$ cat src/rtl/bcd_stopwatch_ctrl.sv
// bcd_stopwatch_ctrl: debounced start/stop + clear buttons driving a
// two-digit BCD stopwatch count (00-99) for the 7-segment display stage.
module bcd_stopwatch_ctrl #(
    parameter int unsigned TICK_CYCLES     = 2_500_000,
    parameter int unsigned DEBOUNCE_CYCLES = 250_000
) (
    input  logic       i_Clk,
    input  logic       i_Rst,
    input  logic       i_Switch_1,
    input  logic       i_Switch_2,
    output logic [3:0] o_Tens,
    output logic [3:0] o_Units,
    output logic       o_Running,
    output logic       o_Wrap
);

    localparam int unsigned TW = $clog2(TICK_CYCLES);
    localparam int unsigned DW = $clog2(DEBOUNCE_CYCLES);
    localparam logic [TW-1:0] TICK_LAST = TW'(TICK_CYCLES - 1);
    localparam logic [DW-1:0] DB_LAST   = DW'(DEBOUNCE_CYCLES - 1);

    localparam logic [0:0] ST_STOPPED = 1'b0;
    localparam logic [0:0] ST_RUNNING = 1'b1;

    // bit 0: start/stop, bit 1: clear
    logic [1:0]    raw;
    logic [1:0]    sync1;
    logic [1:0]    sync2;
    logic [1:0]    deb;
    logic [1:0]    deb_q;
    logic [1:0]    armed;
    logic [1:0]    sync_vld;
    logic [1:0]    press;
    logic [DW-1:0] db_cnt [2];

    logic [0:0]    state;
    logic [TW-1:0] tick_cnt;
    logic          tick_done;
    logic          start_p;
    logic          clear_p;

    assign raw = {i_Switch_2, i_Switch_1};

    // Two-flop synchronizers for the asynchronous button inputs
    always_ff @(posedge i_Clk) begin
        if (i_Rst) begin
            sync1 <= '0;
            sync2 <= '0;
        end else begin
            sync1 <= raw;
            sync2 <= sync1;
        end
    end

    // Debouncers: accept a new level only after DEBOUNCE_CYCLES of disagreement
    always_ff @(posedge i_Clk) begin
        if (i_Rst) begin
            deb <= '0;
            for (int unsigned i = 0; i < 2; i++) begin
                db_cnt[i] <= '0;
            end
        end else begin
            for (int unsigned i = 0; i < 2; i++) begin
                if (sync2[i] == deb[i]) begin
                    db_cnt[i] <= '0;
                end else if (db_cnt[i] == DB_LAST) begin
                    deb[i]    <= sync2[i];
                    db_cnt[i] <= '0;
                end else begin
                    db_cnt[i] <= db_cnt[i] + DW'(1);
                end
            end
        end
    end

    // Edge-detect history and press arming. A button must be seen released
    // (after the synchronizer holds real samples) before its rise counts, so
    // a button held through reset does not fire when the debouncer catches up.
    always_ff @(posedge i_Clk) begin
        if (i_Rst) begin
            deb_q    <= '0;
            armed    <= '0;
            sync_vld <= '0;
        end else begin
            deb_q    <= deb;
            sync_vld <= {sync_vld[0], 1'b1};
            armed    <= armed | ({2{sync_vld[1]}} & ~sync2);
        end
    end

    // Press events and terminal-tick decode
    always_comb begin
        press     = deb & ~deb_q & armed;
        start_p   = press[0];
        clear_p   = press[1];
        tick_done = (state == ST_RUNNING) && (tick_cnt == TICK_LAST);
    end

    // Start/stop state machine; clear forces STOPPED and wins over start
    always_ff @(posedge i_Clk) begin
        if (i_Rst) begin
            state <= ST_STOPPED;
        end else if (clear_p) begin
            state <= ST_STOPPED;
        end else if (start_p) begin
            state <= (state == ST_RUNNING) ? ST_STOPPED : ST_RUNNING;
        end
    end

    // Time-base counter: runs only in RUNNING, restarts on any state change
    always_ff @(posedge i_Clk) begin
        if (i_Rst) begin
            tick_cnt <= '0;
        end else if (clear_p || start_p || (state == ST_STOPPED) || tick_done) begin
            tick_cnt <= '0;
        end else begin
            tick_cnt <= tick_cnt + TW'(1);
        end
    end

    // BCD count and wrap pulse; a terminal tick still counts on a stop press
    always_ff @(posedge i_Clk) begin
        if (i_Rst || clear_p) begin
            o_Tens  <= '0;
            o_Units <= '0;
            o_Wrap  <= 1'b0;
        end else begin
            o_Wrap <= 1'b0;
            if (tick_done) begin
                if (o_Units != 4'd9) begin
                    o_Units <= o_Units + 4'd1;
                end else if (o_Tens != 4'd9) begin
                    o_Units <= '0;
                    o_Tens  <= o_Tens + 4'd1;
                end else begin
                    o_Units <= '0;
                    o_Tens  <= '0;
                    o_Wrap  <= 1'b1;
                end
            end
        end
    end

    assign o_Running = state[0];

endmodule

$ cat config.mk
export PLATFORM = sky130hd
export DESIGN_NAME = bcd_stopwatch_ctrl
export DESIGN_NICKNAME = d
export VERILOG_FILES = /design/src/rtl/bcd_stopwatch_ctrl.sv
export SDC_FILE = /design/constraint.sdc
export NUM_CORES = 1
export LEC_CHECK = 0
export BUFFER_PORTS_ARGS = -buffer_cell sky130_fd_sc_hd__buf_2
export CAP_MARGIN = 25
export CORE_MARGIN = 1.5
export CORE_UTILIZATION = 30
export CTS_CLUSTER_DIAMETER = 50
export DETAILED_ROUTE_END_ITERATION = 7
export GPL_ROUTABILITY_DRIVEN = 1
export HOLD_SLACK_MARGIN = 0.08
export PLACE_DENSITY = 0.49
export SYNTH_ARGS = -nofsm -noshare
export SYNTH_HDL_FRONTEND = slang
export SYNTH_SLANG_ARGS = --single-unit
$ cat constraint.sdc
create_clock -name i_Clk -period 2.45 [get_ports i_Clk]
set_clock_uncertainty 0.15 [all_clocks]
set_input_delay 0.3675 -clock i_Clk [delete_from_list [all_inputs] [get_ports i_Clk]]
set_output_delay 0.3675 -clock i_Clk [all_outputs]
set_load 0.05 [all_outputs]
## Yosys cells after proc, flatten, opt, wreduce, memory -nomap -nowiden

Memories as Yosys holds them, arrays and structs flattened.
Cells that the tools add are included.

- $add $sub $neg: 5
- Equality and inequality tests: 7
- Muxes and demuxes: 35
- Bitwise logic cells: 17
- Reductions and logical operators: 11

Operators with widths:

| cell | count |
|---|---|
| 18-bit two-way mux | 6 |
| 18-bit by 1-bit adder with 18-bit output (second input constant) | 2 |
| 18-bit == test (second input constant) | 2 |
| 1-bit two-way mux | 27 |
| 22-bit by 1-bit adder with 22-bit output (second input constant) | 1 |
| 22-bit == test (second input constant) | 1 |
| 4-bit by 1-bit adder with 4-bit output (second input constant) | 2 |
| 4-bit two-way mux | 2 |
| 4-bit inequality test (second input constant) | 2 |
| 2-bit AND | 3 |
| 1-bit bitwise OR | 6 |
| 2-bit AND reduction | 3 |
| 1-bit NOT | 5 |
| 1-bit logical OR | 4 |
| 2-bit NOT | 2 |
| 2-bit OR reduction | 2 |
| 3-bit OR reduction | 1 |
| 1-bit == test | 2 |
| 2-bit bitwise OR | 1 |
| 1-bit logical AND | 1 |

- Flip-flop bits (word level): 44
- Bits in writable memories: 36
- Bits of input ports: 4
- Output and inout bits: 10
- Logic and storage cells: 89
- Memories kept: 1

Memory list:

| memory | words | bits a word | read ports | clocked after memory_dff | wr ports | RTL line | source |
|---|---|---|---|---|---|---|---|
| db_cnt | 2 | 18 | 2 | 0 | 2 | 34 | `logic [DW-1:0] db_cnt [2];` |

## Logic depth before layout (Yosys ltp)

Gate-level depths: netlist (run 1).
An unclocked memory read counts as a cell.

- Depth after elaboration: 8
- Mapped depth: 7
- Gate-level depth less buffers: 5

## Worst setup path after synthesis (run 1)

OpenSTA, ideal clock, no wires.

- Path kind: register -> register
- From: memory db_cnt[0][6] (netlist name)
- To: memory db_cnt[0][10] (netlist name), data pin
- Library setup time: 0.257 ns
- Arrival time: 2.004 ns
- Data required time: 2.043 ns
- Setup slack: 0.039 ns
- Stages on the path, launching flop included: 6
- Path buffers: 1
- Period minus slack after synthesis: 2.411 ns
- Cells stage by stage: edfxtp_1 -> or4b_2 -> or3_1 -> o21ai_2 -> buf_2 -> nor2_1

RTL lines:

| what | RTL line |
|---|---|
| start, declared | 34 |

==> results.md, run 1 <==
- Status: finished, final reports clean
- Row count: 41
- Worst reg2reg path endpoint: db_cnt[0][8]
- Die area: ~14000 µm²
- Max_cap viols: 0
- Final hold vios: 0
- Reg2Reg Setup Slack: 110 ps
- Yosys cell types: between 40 and 50
- Final Non-Filler Cells: 653
- Worst skew pair latency: 340 ps
- Hold Path Sink: sync1[1]
- Number of global-route vias before repair: 3054
- Crit path buf inv count: 1
- Drt via density: 4.82
- Ant diodes: 0
- CTS tree: built
- H-tree levels: 3
- CTS clk-pin slew, worst paths: around 60 ps
- Top Usage Layer GRT: met2
- Antenna violations before repair: 0
- R2r worst-path depth: 5
- Mapped Cells: 415
- DR pass1 iterations: 4
- Post-DRT Antenna Nets: 0
- Hold-fix buffers, CTS: 1
- CP peak stage delay: 690 ps
- # DRC: 0
- Met3 Track Usage GR: about 2.8%
- Largest net degree at the start of global routing: 23
- Asr flop ratio synth: 0%
- Core area: 12800 µm²
- Kind of critical path: flop to flop
- Number of synthesized flops with an enable pin: 36
- CP max FO: 17
- GRT Total Usage: 12.4%
- Fill count: ~1300
- GRT met2 Usage: about a fifth
- Avg Inst Size Synth: about 9.6 µm²
- Hpwl dp: approximately 5800 µm
- CTS resizes: 0
- Data required time of the critical path: 2390 ps
- #FFs+latches synth: 80
- Ys flop type: dfxtp_1
- Worst slew margin: 67.1%
- Worst VDD drop: roughly 0.00026 V
- Pins Over Slew Limit: 0
- Layout cells sized above 1: between 10% and 20%
- Die Width: 118 µm
- CTS max path bufs: 2
- Clk root buf: clkbuf_16
- Layout area overhead: 20.8%
- Final Net Count: 483
- Crit. End Element: flop
- Worst hold path class: input port to flop
- Inserted Clock Buffers: 9
- F_max: 427 MHz
- Setup crit start kind: flop
- PD cells: 619 nW/µm²
- Synth warn: 0
- Routed via count: approximately 3100
- Final period utilization: 95.6%
- Initial Util: 31.2%
- I/O Buffers: 13
- Final min period: around 2300 ps
- Critical path cell sequence: or4b_2, or3_1, o21ai_2, buf_12, nor2_1
- Seq/Total Area, Yosys: 49.3%
- Global route overflow: 0
- Post-CTS setup buffer count: 0
- Endpoints failing setup: 0
- Setup TNS: 0 ps
- WP data arrival: 2280 ps
- RSZ-0062 raised after global routing: no
- WL final: 8120 µm
- Io pins: 14
- WHS Path Cells: 2
- Top Family by Delay on Critical Path: simple AND/OR/NAND/NOR gates
- Starting DRT DRC Count: about 190
- Cells after DPL: 636
- Global-route wire length before repair: 14100 µm
- Leak: 1.58 nW
- Sink Count: 80
- Worst-Margin Slew: about 490 ps
- Cell Area, Synth: 3980 µm²
- R2R Path Start: db_cnt[0][5]
- Min-Delay Startpoint: i_Switch_2
- Cell at the slowest stage of the critical path: or4b_2
- GRT met1 Usage: 15.7%
- Gpl congestion: 0.815
- Die H: around 120 µm
- Drt wl/cell: between 10 and 15 µm
- Pwr Total: 2.98 mW
registers in the layout, summed over array words and instances, names as in the netlist:
register   cells
db_cnt        36
tick_cnt      22
o_Tens         4
o_Units        4
armed          2
deb            2
deb_q          2
sync1          2
sync2          2
sync_vld       2
o_Running      1
o_Wrap         1
worst max path at each step:
stage | from | to | slack, ps | cells after the start
after global placement | db_cnt[0][5] | db_cnt[0][3] | 150 | 5
after global routing | db_cnt[0][5] | db_cnt[0][8] | 30 | 5
after detailed placement | db_cnt[0][5] | db_cnt[0][15] | 110 | 5
final | db_cnt[0][5] | db_cnt[0][8] | 110 | 5
after CTS | db_cnt[0][5] | db_cnt[0][8] | 100 | 5
after floorplan | db_cnt[0][6] | db_cnt[0][10] | 40 | 5
power breakdown:
group | switching, mW | internal (mW)
registers | 0.0319 | 1.43
logic | 0.0492 | 0.0373
clock network | 0.557 | 0.875
area by class of cell:
| cell class | count | area (µm²) | share of cell area [%] |
|---|---|---|---|
| Tap cell | 172 | 215 | 4.47 |
| Timing Repair Buffer | 31 | 228 | 4.73 |
| Sequential cell | 80 | 1960 | 40.8 |
| Clock buffer | 13 | 303 | 6.30 |
| Multi-Input combinational cell | 343 | 2030 | 42.3 |
| Inverter | 11 | 41.3 | 0.858 |
| Clock inverter | 3 | 26.3 | 0.546 |
routing by layer:
| layer | wire length (µm) | up-vias | share of wire [%] |
|---|---|---|---|
| li1 | - | 1599 | - |
| met2 | 3830 | 43 | 47 |
| met3 | 245 | 9 | 3.0 |
| met1 | 3870 | 1496 | 48 |
| met5 | 0 | - | 0 |
| met4 | 169 | 0 | 2.1 |
placed cells by master (no fill, tap or decap), types with 5 or more instances in the layout:
cell type	netlist	layout
o31ai_1	6	6
and4_1	7	7
or4_1	9	9
nor4_1	9	9
nand4_1	22	22
mux2i_1	5	5
a21oi_1	21	21
dfxtp_1	44	44
nor2b_1	8	8
or3_1	18	18
nand2b_1	5	5
nor2_1	47	47
edfxtp_1	36	36
clkbuf_16	0	11
o21ai_0	14	14
buf_2	3	13
nor3_1	8	8
conb_1	1	36
buf_4	1	15
nand2_1	25	25
inv_1	11	11
nand3_1	27	27
xnor2_1	16	16
xor2_1	23	23
and2_1	5	5
cell usage after synthesis, types with 5 or more instances:
cell	instances	area, µm²
nand2_1	25	93.8
xor2_1	23	201
o31ai_1	6	45.0
mux2i_1	5	50.1
and4_1	7	61.3
nor2_1	47	176
nand3_1	27	135
nor3_1	8	40.0
and2_1	5	31.3
nand2b_1	5	31.3
edfxtp_1	36	1080
or4_1	9	67.6
clkbuf_1	10	37.5
nor4_1	9	56.3
nand4_1	22	138
o21ai_0	14	70.1
or3_1	18	113
inv_1	11	41.3
a21oi_1	21	105
xnor2_1	16	140
nor2b_1	8	50.1
dfxtp_1	44	881
worst reg2reg max path, delay by kind of cell, from the launching register on:
kind            cells  cell delay, ps
simple gates        3            1180
compound gates      1             170
buf+inv             1             170
flops               1             430
per-stage QoR:
stage	setup WS (ps)	utilization [%]	instance area [µm²]	hold slack, ps
after floorplan	39.0	-	4110	264
after global placement	154	35.0	4470	271
after detailed placement	108	35.0	4470	274
after CTS	101	37.7	4810	116
after global routing	34.4	37.7	4810	147
final	109	37.7	4810	125
cell families (layout without fill, tap and decap cells):
family	Yosys count	count (layout)	synth area share, %
xor+xnor	39	39	8.58
fa+ha+maj	3	3	0.943
flops	80	80	49.3
compound gates	49	49	7.26
simple gates	211	211	29.7
buf+inv	27	58	2.92
other cells	1	36	0.0942
mux	5	5	1.26
Note: power is estimated with default switching activity, not from simulation.
==> run 2, diff against run 1 <==
--- a/config.mk
+++ b/config.mk
@@ -13,7 +13,7 @@
 export DETAILED_ROUTE_END_ITERATION = 7
 export GPL_ROUTABILITY_DRIVEN = 1
 export HOLD_SLACK_MARGIN = 0.08
-export PLACE_DENSITY = 0.49
 export SYNTH_ARGS = -nofsm -noshare
 export SYNTH_HDL_FRONTEND = slang
 export SYNTH_SLANG_ARGS = --single-unit
+export TNS_END_PERCENT = 50
==> run 2 against run 1 <==
  * Setup slack worse by 25 ps
  * Final area down 2.2%
  * Highest routed layer unchanged
  * Die area did not move
  * Critical path depth is 1 lower
  * Sequential cell count is the same
  * Clock power fell by 10%
  * Final cell count decreased by 0.92%
==> results.md, run 2 (synthesized netlist as in run 1, its figures left out) <==
- Pins Over Slew Limit: 0 (unchanged)
- Kind of critical path: flop to flop
- Setup crit start kind: flop
- Worst hold path class: input port to flop
- Clk root buf: clkbuf_16
- Worst slew margin: 58.2% (-8.9 points)
- Routed via count: 3109 (-1.2%)
- Min-Delay Startpoint: i_Switch_2
- Layout area overhead: 18.1%
- Ant diodes: 0 (unchanged)
- Worst setup margin: 83.6 ps (-25.2 ps)
- Most common cell after layout, fill and taps aside: nor2_1
- Max_cap viols: 0 (unchanged)
- Drt via density: 4.81 (-0.29%)
- Hpwl dp: 5720 µm (-2.1%)
- Gpl congestion: 0.858 (+5.3%)
- Row count: 41 (unchanged)
- WHS Path Cells: 2 (unchanged)
- Die area: 14000 µm² (unchanged)
- Leak: 1.52 nW (-4.1%)
- R2R Path Start: tick_cnt[9]
- R2r worst-path depth: 4 (-1)
- Crit. End Element: flop
- CTS clk-pin slew, worst paths: 60 ps (about the same)
- Endpoints failing setup: 0 (unchanged)
- Most frequent cells in the layout: nor2_1 (47), dfxtp_1 (44), edfxtp_1 (36), conb_1 (36), nand3_1 (27)
- Pwr Total: 2.82 mW (-5.2%)
- I/O Buffers: 13 (unchanged)
- Post-DRT Antenna Nets: 0 (unchanged)
- Worst VDD drop: 0.000339 V (+29%)
- Core area: 12800 µm² (unchanged)
- Initial Util: 31.2% (unchanged)
- Status: finished, final reports clean
- Largest register by flop count: db_cnt
- Max reg flops: 36 (unchanged)
- F_max: 423 MHz (-1.1%)
- Data required time of the critical path: 2530 ps (+140 ps)
- Hold Path Sink: sync1[1]
- Drt wl/cell: 12.1 µm (-2.7%)
- Antenna violations before repair: 0 (unchanged)
- RSZ-0062 raised after global routing: no
- # DRC: 0 (unchanged)
- Layout cells sized above 1: 9.26% (-2.0 points)
- Worst reg2reg path endpoint: o_Units[3]
- Global route overflow: 0 (unchanged)
- Die H: 118 µm (unchanged)
- H-tree levels: 3 (unchanged)
- Reg2Reg Setup Slack: 80 ps (-30 ps)
- DR pass1 iterations: 4 (unchanged)
- Global-route wire length before repair: 13400 µm (-4.9%)
- Final Net Count: 477 (-1.2%)
- GRT Total Usage: 11.8% (-0.67 points)
- CTS tree: built
- Die Width: 118 µm (unchanged)
- Setup TNS: 0 ps (unchanged)
- Largest regs: db_cnt (36), tick_cnt (22)
- Worst skew pair latency: 330 ps (about the same)
- Io pins: 14 (unchanged)
- Inserted Clock Buffers: 9 (unchanged)
- Placed inst area: 4410 µm² (-1.3%)
- Largest net degree at the start of global routing: 23 (unchanged)
- Number of global-route vias before repair: 2900 (-5.0%)
- Final hold vios: 0 (unchanged)
- CP max FO: 10 (-7)
- Worst-Margin Slew: 625 ps (+138 ps)
- Cell area after layout: 4700 µm² (-2.2%)
- Final min period: 2370 ps (+25.2 ps)
- Sink Count: 80 (unchanged)
- WP data arrival: 2450 ps (+170 ps)
- PD cells: 600 nW/µm² (-3.1%)
- Final period utilization: 96.6% (+1.0 points)
- WL final: 7820 µm (-3.6%)
- Starting DRT DRC Count: 137 (-26%)
- Dpl ws: 116 ps (+7.71 ps)
- CTS max path bufs: 2 (unchanged)
run 2: cell count changes in the layout (fill, tap and decap cells not counted), moves of 2 or more:
cell,before,now
buf_4,15,10
clkbuf_1,0,2
clkbuf_16,11,9
clkbuf_8,2,0
clkinv_1,0,2
clkinv_2,0,2
run 2: stage by stage:
| stage | instances | hold slack (ps) | utilization (%) |
|---|---|---|---|
| finish | 647 | 107 | 36.8 |
| global route | 647 | 122 | 36.8 |
| CTS | 647 | 99.4 | 36.8 |
| detailed placement | 630 | 278 | 34.5 |
| global placement | 630 | 268 | 34.5 |
| floorplan | 450 | 264 | - |
run 2: worst max-delay path: stages (launching register included):
cell and delay, ps:
dfxtp_1 340, or4b_1 520, or4_1 610, o41a_1 430, o31ai_1 220
run 2: final cells by class:
cell class                 count  area (µm²)
clock buffer                  11         233
multi-input combinational    343        2030
sequential                    80        1960
clock inverter                 5        47.5
inverter                      11        41.3
tap                          172         215
fill                        1311        8070
timing repair buffer          25         170
run 2: report_power, final:
part / leakage [nW] / switching (mW) / internal, mW
sequential: 0.728 / 0.0327 / 1.43
combinational: 0.651 / 0.0475 / 0.0339
clock: 0.138 / 0.502 / 0.779
run 2: what timing repair did:
item                                    CTS  global route
hold endpoints to repair                  1             0
gates resized for setup                   0             1
endpoints found under the setup margin    0             1
buffers inserted                          0             0
hold buffers                              1             0
run 2: how the worst max path moves through the flow:
stage	startpoint	endpoint	cells after the start
after floorplan	db_cnt[0][6]	db_cnt[0][10]	5
final	tick_cnt[9]	o_Units[3]	4
after global placement	db_cnt[0][5]	db_cnt[0][3]	5
after detailed placement	tick_cnt[9]	o_Units[3]	4
after CTS	tick_cnt[9]	o_Units[3]	4
after global routing	tick_cnt[9]	o_Units[3]	4
run 2: metal layers:
| metal | vias up | global-route usage (%) | wire length [µm] |
|---|---|---|---|
| met5 | - | 0 | 0 |
| met2 | 47 | 18.0 | 3520 |
| met1 | 1446 | 15.4 | 3880 |
| met3 | 17 | 3.81 | 271 |
| met4 | 0 | 4.73 | 151 |
| li1 | 1599 | - | - |
==> run 3, diff against run 2 <==
==> constraint.sdc (replaced) <==
create_clock -name i_Clk -period 2 [get_ports i_Clk]
set_clock_uncertainty 0.15 [all_clocks]
set_input_delay 0.3 -clock i_Clk [delete_from_list [all_inputs] [get_ports i_Clk]]
set_output_delay 0.3 -clock i_Clk [all_outputs]
set_load 0.05 [all_outputs]
==> run 3 against run 2 <==
  * The run now ends with setup timing left
  * Clock power rose by 18%
  * Setup slack got worse by 280 ps
  * Via count rose by 7.9%
  * Non-clock buffer count rose by 41
  * Critical path type unchanged
  * Count of clock-buffer cells in the layout fell by 2
  * Die area did not move
  * Critical endpoint unchanged
==> results.md, run 3 (synthesized netlist as in run 1, its figures left out) <==
- Cell at the slowest stage of the critical path: or4b_4
- Setup TNS: -3320 ps (-3320 ps)
- F_max: 455 MHz (+7.7%)
- Clk root buf: clkbuf_16
- GRT Total Usage: 12.8% (+1.1 points)
- Data required time of the critical path: 2100 ps (-430 ps)
- Final hold vios: 0 (unchanged)
- RSZ-0062 raised after global routing: yes
- Pwr Total: 3.43 mW (+22%)
- Routed via count: 3356 (+7.9%)
- Largest regs: db_cnt (36), tick_cnt (22)
- WHS Path Cells: 2 (unchanged)
- Row count: 41 (unchanged)
- Ant diodes: 0 (unchanged)
- Most frequent cells in the layout: nor2_1 (47), buf_4 (47), dfxtp_1 (43)
- Largest register by flop count: db_cnt
- Leak: 1.77 nW (+17%)
- Worst-Margin Slew: 502 ps (-123 ps)
- Gpl congestion: 0.845 (-1.5%)
- Status: finished with violations
- Core area: 12800 µm² (unchanged)
- PD cells: 667 nW/µm² (+11%)
- DR pass1 iterations: 4 (unchanged)
- Final Net Count: 519 (+8.8%)
- Kind of critical path: flop to flop
- Max_cap viols: 0 (unchanged)
- Failing checks: setup timing
- Cells after DPL: 668 (+6.0%)
- I/O Buffers: 13 (unchanged)
- Worst reg2reg path endpoint: o_Units[3]
- Antenna violations before repair: 0 (unchanged)
- Min-Delay Startpoint: i_Rst
- WL final: 8620 µm (+10%)
- Max reg flops: 36 (unchanged)
- CP peak stage delay: 530 ps (-80 ps)
- Largest net degree at the start of global routing: 23 (unchanged)
- Initial Util: 31.2% (unchanged)
- Io pins: 14 (unchanged)
- Global-route wire length before repair: 14800 µm (+10%)
- Worst slew margin: 66.1% (+7.9 points)
- CTS clk-pin slew, worst paths: 60 ps (about the same)
- Reg2Reg Setup Slack: -200 ps (-280 ps)
- R2R Path Start: tick_cnt[9]
- CP max FO: 5 (-5)
- Setup crit end: o_Units[3]
- Hpwl dp: 6240 µm (+9.1%)
- Number of global-route vias before repair: 3340 (+15%)
- Final period utilization: 110% (+13 points)
- CTS max path bufs: 2 (unchanged)
- WP data arrival: 2300 ps (-150 ps)
- Fill count: 1267 (-3.4%)
- Worst skew pair latency: 340 ps (about the same)
- Post-DRT Antenna Nets: 0 (unchanged)
- Worst setup margin: -196 ps (-280 ps)
- Sink Count: 80 (unchanged)
- Die area: 14000 µm² (unchanged)
- Layout cells sized above 1: 19.7% (+10 points)
- Drt via density: 4.87 (+1.4%)
- Hold WS: 167 ps (+59.3 ps)
- Die Width: 118 µm (unchanged)
- Layout area overhead: 29.3%
- Inserted Clock Buffers: 9 (unchanged)
- Final Non-Filler Cells: 689 (+6.5%)
- Drt wl/cell: 12.5 µm (+3.5%)
- Pins Over Slew Limit: 0 (unchanged)
- Final min period: 2200 ps (-170 ps)
- Worst VDD drop: 0.000372 V (+10%)
- Global route overflow: 0 (unchanged)
- H-tree levels: 3 (unchanged)
- Starting DRT DRC Count: 165 (+20%)
- Endpoints failing setup: 46 (+46)
- Critical path cell sequence: or4b_4, or4_4, o41a_1, o31ai_1
- Setup crit start kind: flop
- Worst hold path class: input port to flop
- Crit. End Element: flop
- # DRC: 0 (unchanged)
- CTS tree: built
- Critical path startpoint: tick_cnt[9]
- Die H: 118 µm (unchanged)
- R2r worst-path depth: 4 (unchanged)
## run 3: power by group
group / leakage (nW) / internal (mW) / total (mW) / switching (mW)
Clock: 0.136 / 0.840 / 1.51 / 0.674
Combinational: 0.907 / 0.0627 / 0.136 / 0.0729
Sequential: 0.728 / 1.75 / 1.78 / 0.0343
## run 3: what timing repair did
| action | in CTS | in global routing |
|---|---|---|
| gates resized for setup | 3 | 10 |
| setup endpoints to repair | 48 | 65 |
| setup buffers | 3 | 0 |
| pin swaps | 5 | 5 |
| gates cloned | 0 | 1 |
| hold buffers | 2 | 0 |
| hold endpoints to repair | 2 | 0 |
## run 3: layout make-up
| cell class | count | area (µm²) | area share, % |
|---|---|---|---|
| clock inverter | 7 | 45.0 | 0.875 |
| clock buffer | 9 | 225 | 4.38 |
| multi-input combinational | 344 | 2150 | 41.7 |
| sequential | 80 | 1960 | 38.1 |
| tap | 172 | 215 | 4.18 |
| timing repair buffer | 66 | 509 | 9.90 |
| inverter | 11 | 41.3 | 0.802 |
## run 3: worst min path at each step
stage                  endpoint  slack (ps)
floorplan              sync2[0]         260
global placement    sync_vld[1]         270
detailed placement  sync_vld[1]         270
CTS                 sync_vld[0]         160
global route        sync_vld[0]         200
finish              sync_vld[0]         170
## run 3: critical path: cells and delay by family, from the launching register on
family	cells	cell delay [ps]
simple gates	2	1000
flops	1	310
compound gates	2	630
## run 3: routing by layer
| layer | part of all wire [%] | wire [µm] | global-route usage [%] | up-vias |
|---|---|---|---|---|
| met4 | 1.5 | 128 | 5.34 | 0 |
| met5 | 0 | 0 | 0 | - |
| met2 | 48 | 4130 | 21.4 | 49 |
| met3 | 3.5 | 306 | 3.57 | 12 |
| met1 | 47 | 4050 | 15.6 | 1612 |
| li1 | - | - | - | 1683 |
## run 3: through the flow
step	worst slack (ps)	utilization, %	area [µm²]
after detailed placement	-197	37.4	4770
after global placement	-141	37.4	4770
after CTS	-193	39.9	5100
after floorplan	-199	-	4180
final	-196	40.3	5150
after global routing	-206	40.3	5150
